File: config.mk
export PLATFORM = sky130hd
export DESIGN_NAME = pwm_ramp_sequencer
export DESIGN_NICKNAME = d
export VERILOG_FILES = /design/src/rtl/pwm_ramp_sequencer.sv
export SDC_FILE = /design/constraint.sdc
export NUM_CORES = 1
export LEC_CHECK = 0
export BUFFER_PORTS_ARGS = -buffer_cell sky130_fd_sc_hd__clkbuf_2
export CAP_MARGIN = 30
export CORE_MARGIN = 2
export CORE_UTILIZATION = 64
export CTS_BUF_LIST = sky130_fd_sc_hd__clkbuf_4 sky130_fd_sc_hd__clkbuf_8 sky130_fd_sc_hd__clkbuf_16
export CTS_CLUSTER_SIZE = 14
export DETAILED_ROUTE_END_ITERATION = 10
export HOLD_SLACK_MARGIN = 0.06
export MAX_ROUTING_LAYER = met4
export PLACE_DENSITY = 0.85
export REMOVE_ABC_BUFFERS = 1
export SYNTH_ARGS = -nofsm -noshare
export SYNTH_HDL_FRONTEND = slang
export SYNTH_SLANG_ARGS = --single-unit
File: constraint.sdc
create_clock -name i_clock -period 7 [get_ports i_clock]
set_input_delay 0 -clock i_clock [delete_from_list [all_inputs] [get_ports i_clock]]
set_output_delay 0 -clock i_clock [all_outputs]
set_load 0.005 [all_outputs]
File: src/rtl/pwm_ramp_sequencer.sv
// ---------------------------------------------------------------------------
// pwm_ramp_sequencer
//
// Slew-rate limiter that sits in front of a PWM generator. The duty word
// walks toward an unsigned target in StepSize increments, one step every
// StepPeriods PWM periods, using the generator's period-start pulse
// (i_synch) as the timebase. This gives soft-start and soft-stop. A Stop
// level forces the duty word to zero immediately.
//
// Parameters
//   Size        : width of target and duty words (unsigned)
//   StepSize    : duty change per step, 1 .. 2**Size-1
//   StepPeriods : number of i_synch pulses per step, >= 1
//
// Ports
//   i_clock      in   1     system clock, rising edge
//   i_reset      in   1     synchronous, active-high reset
//   i_target     in   Size  requested duty, sampled every cycle
//   i_synch      in   1     one-cycle pulse at each PWM period start
//   i_enable     in   1     1 = ramping allowed, 0 = freeze everything
//   i_stop       in   1     level, highest priority, forces duty to 0
//   o_duty       out  Size  duty word to the PWM generator
//   o_busy       out  1     1 while ramping (UP or DOWN)
//   o_at_target  out  1     1 when holding and duty equals target
//   o_state      out  2     current FSM state, for observation
//                           (0 HOLD, 1 UP, 2 DOWN, 3 STOPPED)
// ---------------------------------------------------------------------------
module pwm_ramp_sequencer #(
    parameter int Size        = 5,
    parameter int StepSize    = 1,
    parameter int StepPeriods = 4
) (
    input  logic            i_clock,
    input  logic            i_reset,
    input  logic [Size-1:0] i_target,
    input  logic            i_synch,
    input  logic            i_enable,
    input  logic            i_stop,
    output logic [Size-1:0] o_duty,
    output logic            o_busy,
    output logic            o_at_target,
    output logic [1:0]      o_state
);

    typedef enum logic [1:0] {
        ST_HOLD    = 2'd0,
        ST_UP      = 2'd1,
        ST_DOWN    = 2'd2,
        ST_STOPPED = 2'd3
    } state_t;

    // Counter holds 0 .. StepPeriods-1; keep at least one bit.
    localparam int CW = (StepPeriods > 1) ? $clog2(StepPeriods) : 1;

    localparam logic [Size:0] LP_STEP    = (Size + 1)'(StepSize);
    localparam logic [CW:0]   LP_PERIODS = (CW + 1)'(StepPeriods);

    // -----------------------------------------------------------------------
    // Registers
    // -----------------------------------------------------------------------
    state_t          r_state;
    logic [Size-1:0] r_duty;
    logic [CW-1:0]   r_cnt;
    logic            r_busy;
    logic            r_at_target;

    // -----------------------------------------------------------------------
    // Step arithmetic, one bit wider than the duty word so that neither the
    // sum nor the difference can wrap before it is clamped to the target.
    // -----------------------------------------------------------------------
    logic [Size:0]   w_sum;
    logic [Size:0]   w_diff;
    logic [Size-1:0] w_up_duty;
    logic [Size-1:0] w_down_duty;
    logic [CW:0]     w_cnt_inc;
    logic            w_step_due;

    assign w_sum  = {1'b0, r_duty} + LP_STEP;
    assign w_diff = {1'b0, r_duty} - LP_STEP;

    // min(duty + step, target)
    assign w_up_duty = (w_sum > {1'b0, i_target}) ? i_target : w_sum[Size-1:0];

    // max(duty - step, target); a set top bit means the subtraction went
    // below zero, which is certainly below the target.
    assign w_down_duty = (w_diff[Size] || (w_diff[Size-1:0] < i_target))
                         ? i_target : w_diff[Size-1:0];

    assign w_cnt_inc  = {1'b0, r_cnt} + (CW + 1)'(1);
    assign w_step_due = i_synch && (w_cnt_inc == LP_PERIODS);

    // -----------------------------------------------------------------------
    // Next-state computation. Busy and AtTarget are derived from the next
    // state/duty so that, once registered, they describe the same cycle as
    // the registered state and duty.
    // -----------------------------------------------------------------------
    state_t          w_nstate;
    logic [Size-1:0] w_nduty;
    logic [CW-1:0]   w_ncnt;
    logic            w_nbusy;
    logic            w_nat_target;

    always_comb begin
        w_nstate = r_state;
        w_nduty  = r_duty;
        w_ncnt   = r_cnt;

        if (i_stop) begin
            w_nstate = ST_STOPPED;
            w_nduty  = '0;
            w_ncnt   = '0;
        end else if (!i_enable) begin
            // Frozen: state, duty and counter keep their values and any
            // synch pulse in this cycle is simply not counted.
            w_nstate = r_state;
        end else begin
            case (r_state)
                ST_HOLD: begin
                    if (i_target > r_duty) begin
                        w_nstate = ST_UP;
                        w_ncnt   = '0;
                    end else if (i_target < r_duty) begin
                        w_nstate = ST_DOWN;
                        w_ncnt   = '0;
                    end
                end

                ST_UP: begin
                    if (i_target == r_duty) begin
                        w_nstate = ST_HOLD;
                        w_ncnt   = '0;
                    end else if (w_step_due) begin
                        w_ncnt = '0;
                        if (i_target < r_duty) begin
                            // Target crossed below: turn around, no step.
                            w_nstate = ST_DOWN;
                        end else begin
                            w_nduty = w_up_duty;
                            if (w_up_duty == i_target) begin
                                w_nstate = ST_HOLD;
                            end
                        end
                    end else if (i_synch) begin
                        w_ncnt = w_cnt_inc[CW-1:0];
                    end
                end

                ST_DOWN: begin
                    if (i_target == r_duty) begin
                        w_nstate = ST_HOLD;
                        w_ncnt   = '0;
                    end else if (w_step_due) begin
                        w_ncnt = '0;
                        if (i_target > r_duty) begin
                            // Target crossed above: turn around, no step.
                            w_nstate = ST_UP;
                        end else begin
                            w_nduty = w_down_duty;
                            if (w_down_duty == i_target) begin
                                w_nstate = ST_HOLD;
                            end
                        end
                    end else if (i_synch) begin
                        w_ncnt = w_cnt_inc[CW-1:0];
                    end
                end

                ST_STOPPED: begin
                    // Duty is already 0; ramping resumes from HOLD.
                    w_nstate = ST_HOLD;
                    w_ncnt   = '0;
                end

                default: begin
                    w_nstate = ST_HOLD;
                    w_nduty  = '0;
                    w_ncnt   = '0;
                end
            endcase
        end

        w_nbusy      = (w_nstate == ST_UP) || (w_nstate == ST_DOWN);
        w_nat_target = (w_nstate == ST_HOLD) && (w_nduty == i_target);
    end

    // -----------------------------------------------------------------------
    // State and output registers
    // -----------------------------------------------------------------------
    always_ff @(posedge i_clock) begin
        if (i_reset) begin
            r_state     <= ST_HOLD;
            r_duty      <= '0;
            r_cnt       <= '0;
            r_busy      <= 1'b0;
            r_at_target <= 1'b0;
        end else begin
            r_state     <= w_nstate;
            r_duty      <= w_nduty;
            r_cnt       <= w_ncnt;
            r_busy      <= w_nbusy;
            r_at_target <= w_nat_target;
        end
    end

    assign o_duty      = r_duty;
    assign o_busy      = r_busy;
    assign o_at_target = r_at_target;
    assign o_state     = r_state;

endmodule

Yosys cells after proc, flatten, opt, wreduce, memory -nomap -nowiden
Cells that the tools add are included.

word-level totals
  flip-flop bits (word level) = 11
  bits in latches = 0
  memory bits (writable) = 0
  bits in read-only memories = 0
  input bits = 10
  output and inout port bits = 9
  memories kept = 0

operators by class
  $add $sub $neg = 3
  $mul = 0
  divide/modulo/power cells = 0
  order comparisons = 4
  equal/unequal tests = 12
  shift-type cells = 0
  muxes and demuxes = 30
  bitwise gates (word level) = 0
  reductions and logical operators = 9

operator list
  kind                                              number
  2-to-1 mux 5 bit                                  10
  2-to-1 mux 2 bit                                  17
  == test 5 bit                                     4
  < comparator 5 bit                                2
  case mux 5 bit (2 select lines)                   1
  case mux 2 bit (4 select lines)                   1
  adder 5 x 1 -> 6 bit, second input constant       1
  == test 2 bit, second input constant              3
  > comparator 6 x 5 -> 1 bit                       1
  case mux 2 bit (3 select lines)                   1
  subtractor 5 x 1 -> 6 bit, second input constant  1
  > comparator 5 bit                                1
  == test 2 x 1 -> 1 bit, second input constant     2
  zero test 2 bit                                   2
  != test 4 x 1 -> 1 bit, second input constant     1
  OR reduction 2 bit                                2
  adder 2 x 1 -> 3 bit, second input constant       1
  == test 3 bit, second input constant              1
  != test 3 bit, second input constant              1
  AND reduction 3 bit                               1
  logical AND 1 bit                                 2
  logical OR 1 bit                                  2

Logic depth before layout (Yosys ltp)
  depth in word-level cells = 14
  mapped depth = 20

Worst setup path before layout
No wires, ideal clock.

  path kind = register to register
  start = register r_duty[0] (netlist: o_duty[0])
  end = register r_at_target (netlist: o_at_target)
  data arrival time = 3.416 ns
  path slack = 3.496 ns
  stages on the path, launching flop included = 21
  path buffers = 2
  cells stage by stage = dfxtp_1 -> buf_4 -> inv_1 -> ha_1 -> nand2b_1 -> nor2_1 -> xnor2_1 -> ha_1 -> nor2_1 -> a31oi_1 -> a21boi_1 -> buf_2 -> a21oi_1 -> o41ai_1 -> a41oi_1 -> ha_1 -> nand3b_1 -> a21oi_1 -> nand3_1 -> a2111o_1 -> nor4_2

between the ends
  cells in the longest elaborated chain, start to end = 14
  elaborated cells between the ends (all ways) = 37
  classes of those cells = add/sub (2); order compare (4); eq/ne (4); mux (24); reduce/logical (3)

ends and longest elaborated chain
  what                             RTL line  text
  start: declaration               62        logic [Size-1:0] r_duty;
  start signal: assignment         198       r_duty <= w_nduty;
  subtractor 5 x 1 -> 6 bit        79        assign w_diff = {1'b0, r_duty} - LP_STEP;
  < comparator 5 bit               86        assign w_down_duty = (w_diff[Size] || (w_diff[Size-1:0] < i_target))
  logical OR 1 bit                 86
  2-to-1 mux 5 bit                 87        ? i_target : w_diff[Size-1:0];
  == test 5 bit                    159       if (w_down_duty == i_target) begin
  2-to-1 mux 2 bit                 159
  2-to-1 mux 2 bit                 154       if (i_target > r_duty) begin
  2-to-1 mux 2 bit                 152       end else if (w_step_due) begin
  2-to-1 mux 2 bit                 149       if (i_target == r_duty) begin
  case mux 2 bit (4 select lines)  117       case (r_state)
  2-to-1 mux 2 bit                 112       end else if (!i_enable) begin
  2-to-1 mux 2 bit                 108       if (i_stop) begin
  zero test 2 bit                  183       w_nat_target = (w_nstate == ST_HOLD) && (w_nduty == i_target);
  logical AND 1 bit *              183
  end signal: assignment           201       r_at_target <= w_nat_target;
  end: declaration                 65        logic r_at_target;

Every way passes the cells marked *; elsewhere a longest branch is shown, timed or not.
A chain may end at the register's enable or synchronous reset.

Worst setup path in the final report
Same ends and word-level chain as after synthesis.

==> out/summary.md <==
The flow ran to the end, and the final reports show no timing, DRC or antenna violations. The die boundary width is 57.4 µm, and the post-synthesis share of cell area spent on full adders, half adders and majority gates is 15.1%. The die covers 3300 µm².

Among all stages on the critical path, the largest delay is contributed by a21boi_1. Clock-pin slew was measured on the worst setup and hold paths at 0.07 ns. In this run, synthesis produced a sequential element count of 11.

The sequential area share after synthesis is 12.1%. In this run the worst path has a maximum fanout of 15. By instance count, the cell type seen most on the critical path is ha_1. The count of final hold-check violations was 0; the accumulated negative setup slack was 0 ns. For the required time of the critical path, the log shows 7.15 ns. Setup violations remaining at the end of the flow were counted as 0.

The tools report the total grt overflow as 0. The count of hold buffers inserted by post-cts repair was 1; the post-synth design cell area was 1830 µm². Once the clock tree was built, the setup fixing pass inserted 0 buffers. The area inside the core boundary came out at 2730 µm².

TritonCTS built the clock tree. The pre-antenna-repair detailed-routing pass consisted of 6 iterations. In this run the tightest slew margin relative to its limit is 41.1%. The critical path arrival is 4.35 ns. The HPWL after detailed placement is 3560 µm, and the routed wire length is 4540 µm. The number of sinks on the clock net is 11, and the maximum VDD drop is 177 µV.

In this run the mean area of a mapped cell was 7.46 µm². Synthesis produced a netlist whose cell count is 245. The logs give 1 for the number of H-tree levels and 66.8% for the initial standard-cell utilization of the core. Compared with the post-synthesis result, the final layout area differs by 5.55%.

After detailed routing, the number of remaining DRC violations is 0. The worst setup path is captured at a register. After the last flow step, the layout net total stands at 289. The mean routed wirelength per cell was 15.8 µm; the actual transition at the worst max-transition pin was 0.882 ns. Counting along the longest clock path gives a buffer depth of 2. Tracing the worst setup path back leads to its startpoint at o_duty[0]. The tools report the vias after detailed routing as 1850. The critical path goes through inv_1 -> ha_1 -> nand2b_1 -> nor2_1 -> xnor2_1 -> ha_1 -> nor2_1 -> a31oi_1 -> a21boi_1 -> a21oi_1 -> o41ai_1 -> a41oi_1 -> ha_1 -> nand3b_1 -> a21oi_1 -> nand3_1 -> a2111o_1 -> nor4_2. The number of global-route vias before repair is 1604.

The power density over the cells was 110 nW/µm²; the antenna diode count was 0. In the synthesized netlist, the cells that appear most often are nand2_1, ha_1, nor2_1. The routability congestion estimate from global placement was 0.959; the detailed-route vias per instance was 6.45. The count of synthesis-stage warnings from yosys is 0, and the maximum clock rate is 238 MHz. In this run the worst hold path is classified as in -> reg. Most instantiated library cell after synthesis: nand2_1. Hold path startpoint: i_enable.

The tool flagged a number of max-cap violations equal to 0. The maximum single-stage delay on the critical path was 0.74 ns. The root buffer cell was clkbuf_4. For the worst-skew pair, the clock arrives at the later sink with an insertion delay of 0.27 ns. Post-CTS repair changed the size of 0 cells. Number of placed I/O pins: 19.

Clock tree synthesis inserted a total of 3 buffers. In the synthesized netlist the dominant register cell turns out to be dfxtp_1. For this run, the total global-route usage over all layers was measured as 29.6%. The XOR/XNOR share of the synthesized area works out to 6.23%. The final design instance area without fill came out at 1930 µm². The tools report the number of antenna violations at the first check in global routing as 0. The startpoint kind of the worst setup timing path is a register.

During placement, the flow inserted port buffers numbering 18. Once detail routing completed, the nets flagged for antenna violations numbered 0. The worst register-to-register path begins at o_duty[0]. The worst hold slack is 0.133 ns, and the fraction of synthesized cell area taken by the top area cell type is 15.1%.

The number of slew-limit violations in the final report is 0. The synthesized design contains 0 enable-type register cells. Setup slack on the critical path of the routed design comes to 2.80 ns.

For the final database, setup skew stands at 0.000660 ns. Setup repair after global routing left no endpoint under its margin. In the final layout, the share of cells above drive strength 1 is 17.6%. After synthesis, the share of flip-flops with an asynchronous set or reset is 0%.

The pin count of the biggest net entering global routing was 16; the count of cell types in the netlist was 65. In this run the core area contains 19 standard-cell rows. Portion of the clock cycle consumed by the worst path in the final layout: 60.0%. After synthesis, the largest family of logic cells by area is simple AND/OR/NAND/NOR gates. After detailed placement, the total cell area comes to 1890 µm². The synthesized design spends more area on one cell type than any other, namely ha_1. The die height is 57.4 µm, and the global-route wire length before repair is 7620 µm. Of the post-synthesis cell area, the part taken by muxes is 4.11%.

Final period demand of the worst path: 4.20 ns. The class of the most critical setup path was reg -> reg. The run gives 70.5% as the final cell utilization of the core. The simple-gate share of the synthesized area was 27.3%; the static power due to leakage was 0.815 nW. At the placement stage, the worst setup path has a slack of 2.84 ns. The detailed router finished its first iteration with 160 violations. The complex-gate fraction of the synthesized area was 27.2%. Ranked by total cell area, the synthesized netlist is headed by ha_1, dfxtp_1, nand2_1.
==> registers in the layout, summed over array words and instances, names as in the netlist <==
name / cells
o_at_target: 1
o_busy: 1
o_duty: 5
o_state: 2
r_cnt: 2
==> cell families (layout without fill, tap and decap cells) <==
kind of cell / Yosys count / in the layout
compound gates: 69 / 69
xor+xnor: 13 / 13
fa+ha+maj: 22 / 22
buf+inv: 33 / 44
flops: 11 / 11
mux: 7 / 7
simple gates: 90 / 90
==> report_power, final <==
part           internal (mW)  leakage, nW  switching [mW]
registers             0.0656       0.0898         0.00559
logic                 0.0374        0.706          0.0571
clock network         0.0259       0.0184          0.0205
total                  0.129        0.815          0.0832
==> path summary, 6_finish.rpt <==
path / cells after the start / endpoint / slack [ns]
setup / recovery: 18 / o_at_target / 2.80
hold / removal: 3 / o_state[0] / 0.13
setup reg to reg: 18 / o_at_target / 2.80
hold reg to reg: 2 / r_cnt[1] / 0.53
==> critical path, delay by kind of cell (launching register included) <==
kind,cells,cell delay (ns)
compound gates,7,1.70
xor+xnor,1,0.29
buf+inv,1,0.16
simple gates,6,0.51
fa+ha+maj,3,0.76
flops,1,0.68
==> metal layers <==
metal | vias up | track usage (%) | share of wire (%) | wire (µm)
met1 | 862 | 41.1 | 44 | 2000
li1 | 911 | - | - | -
met4 | 0 | 2.66 | 0.93 | 42
met5 | - | - | 0 | 0
met2 | 71 | 47.9 | 48 | 2190
met3 | 6 | 3.63 | 6.7 | 304
==> layout by cell type (no fill, tap or decap), types with 4 or more instances in the layout <==
cell       n
a21o_1     4
a21oi_1   15
clkbuf_2  18
clkbuf_4   4
dfxtp_1   11
ha_1      22
inv_1     18
mux2i_1    6
nand2_1   25
nand2b_1   6
nand3_1    9
nor2_1    21
nor2b_1    6
nor3_1     4
o21ai_0   12
xnor2_1   10
==> stage by stage <==
step                      total power [mW]  std cells
final                                0.212        287
after global routing                 0.227        287
after CTS                            0.211        287
after detailed placement             0.165        282
after global placement               0.163        282
after floorplan                      0.138        233
==> layout make-up <==
| type | instances | area (µm²) |
|---|---|---|
| flip-flops and latches | 11 | 220 |
| well taps | 31 | 38.8 |
| inverters | 21 | 78.8 |
| repair buffers | 19 | 100 |
| fillers | 230 | 806 |
| clock buffers | 4 | 30.0 |
| multi-input cells | 201 | 1460 |
No activity file was read; power rests on OpenSTA's default activity.
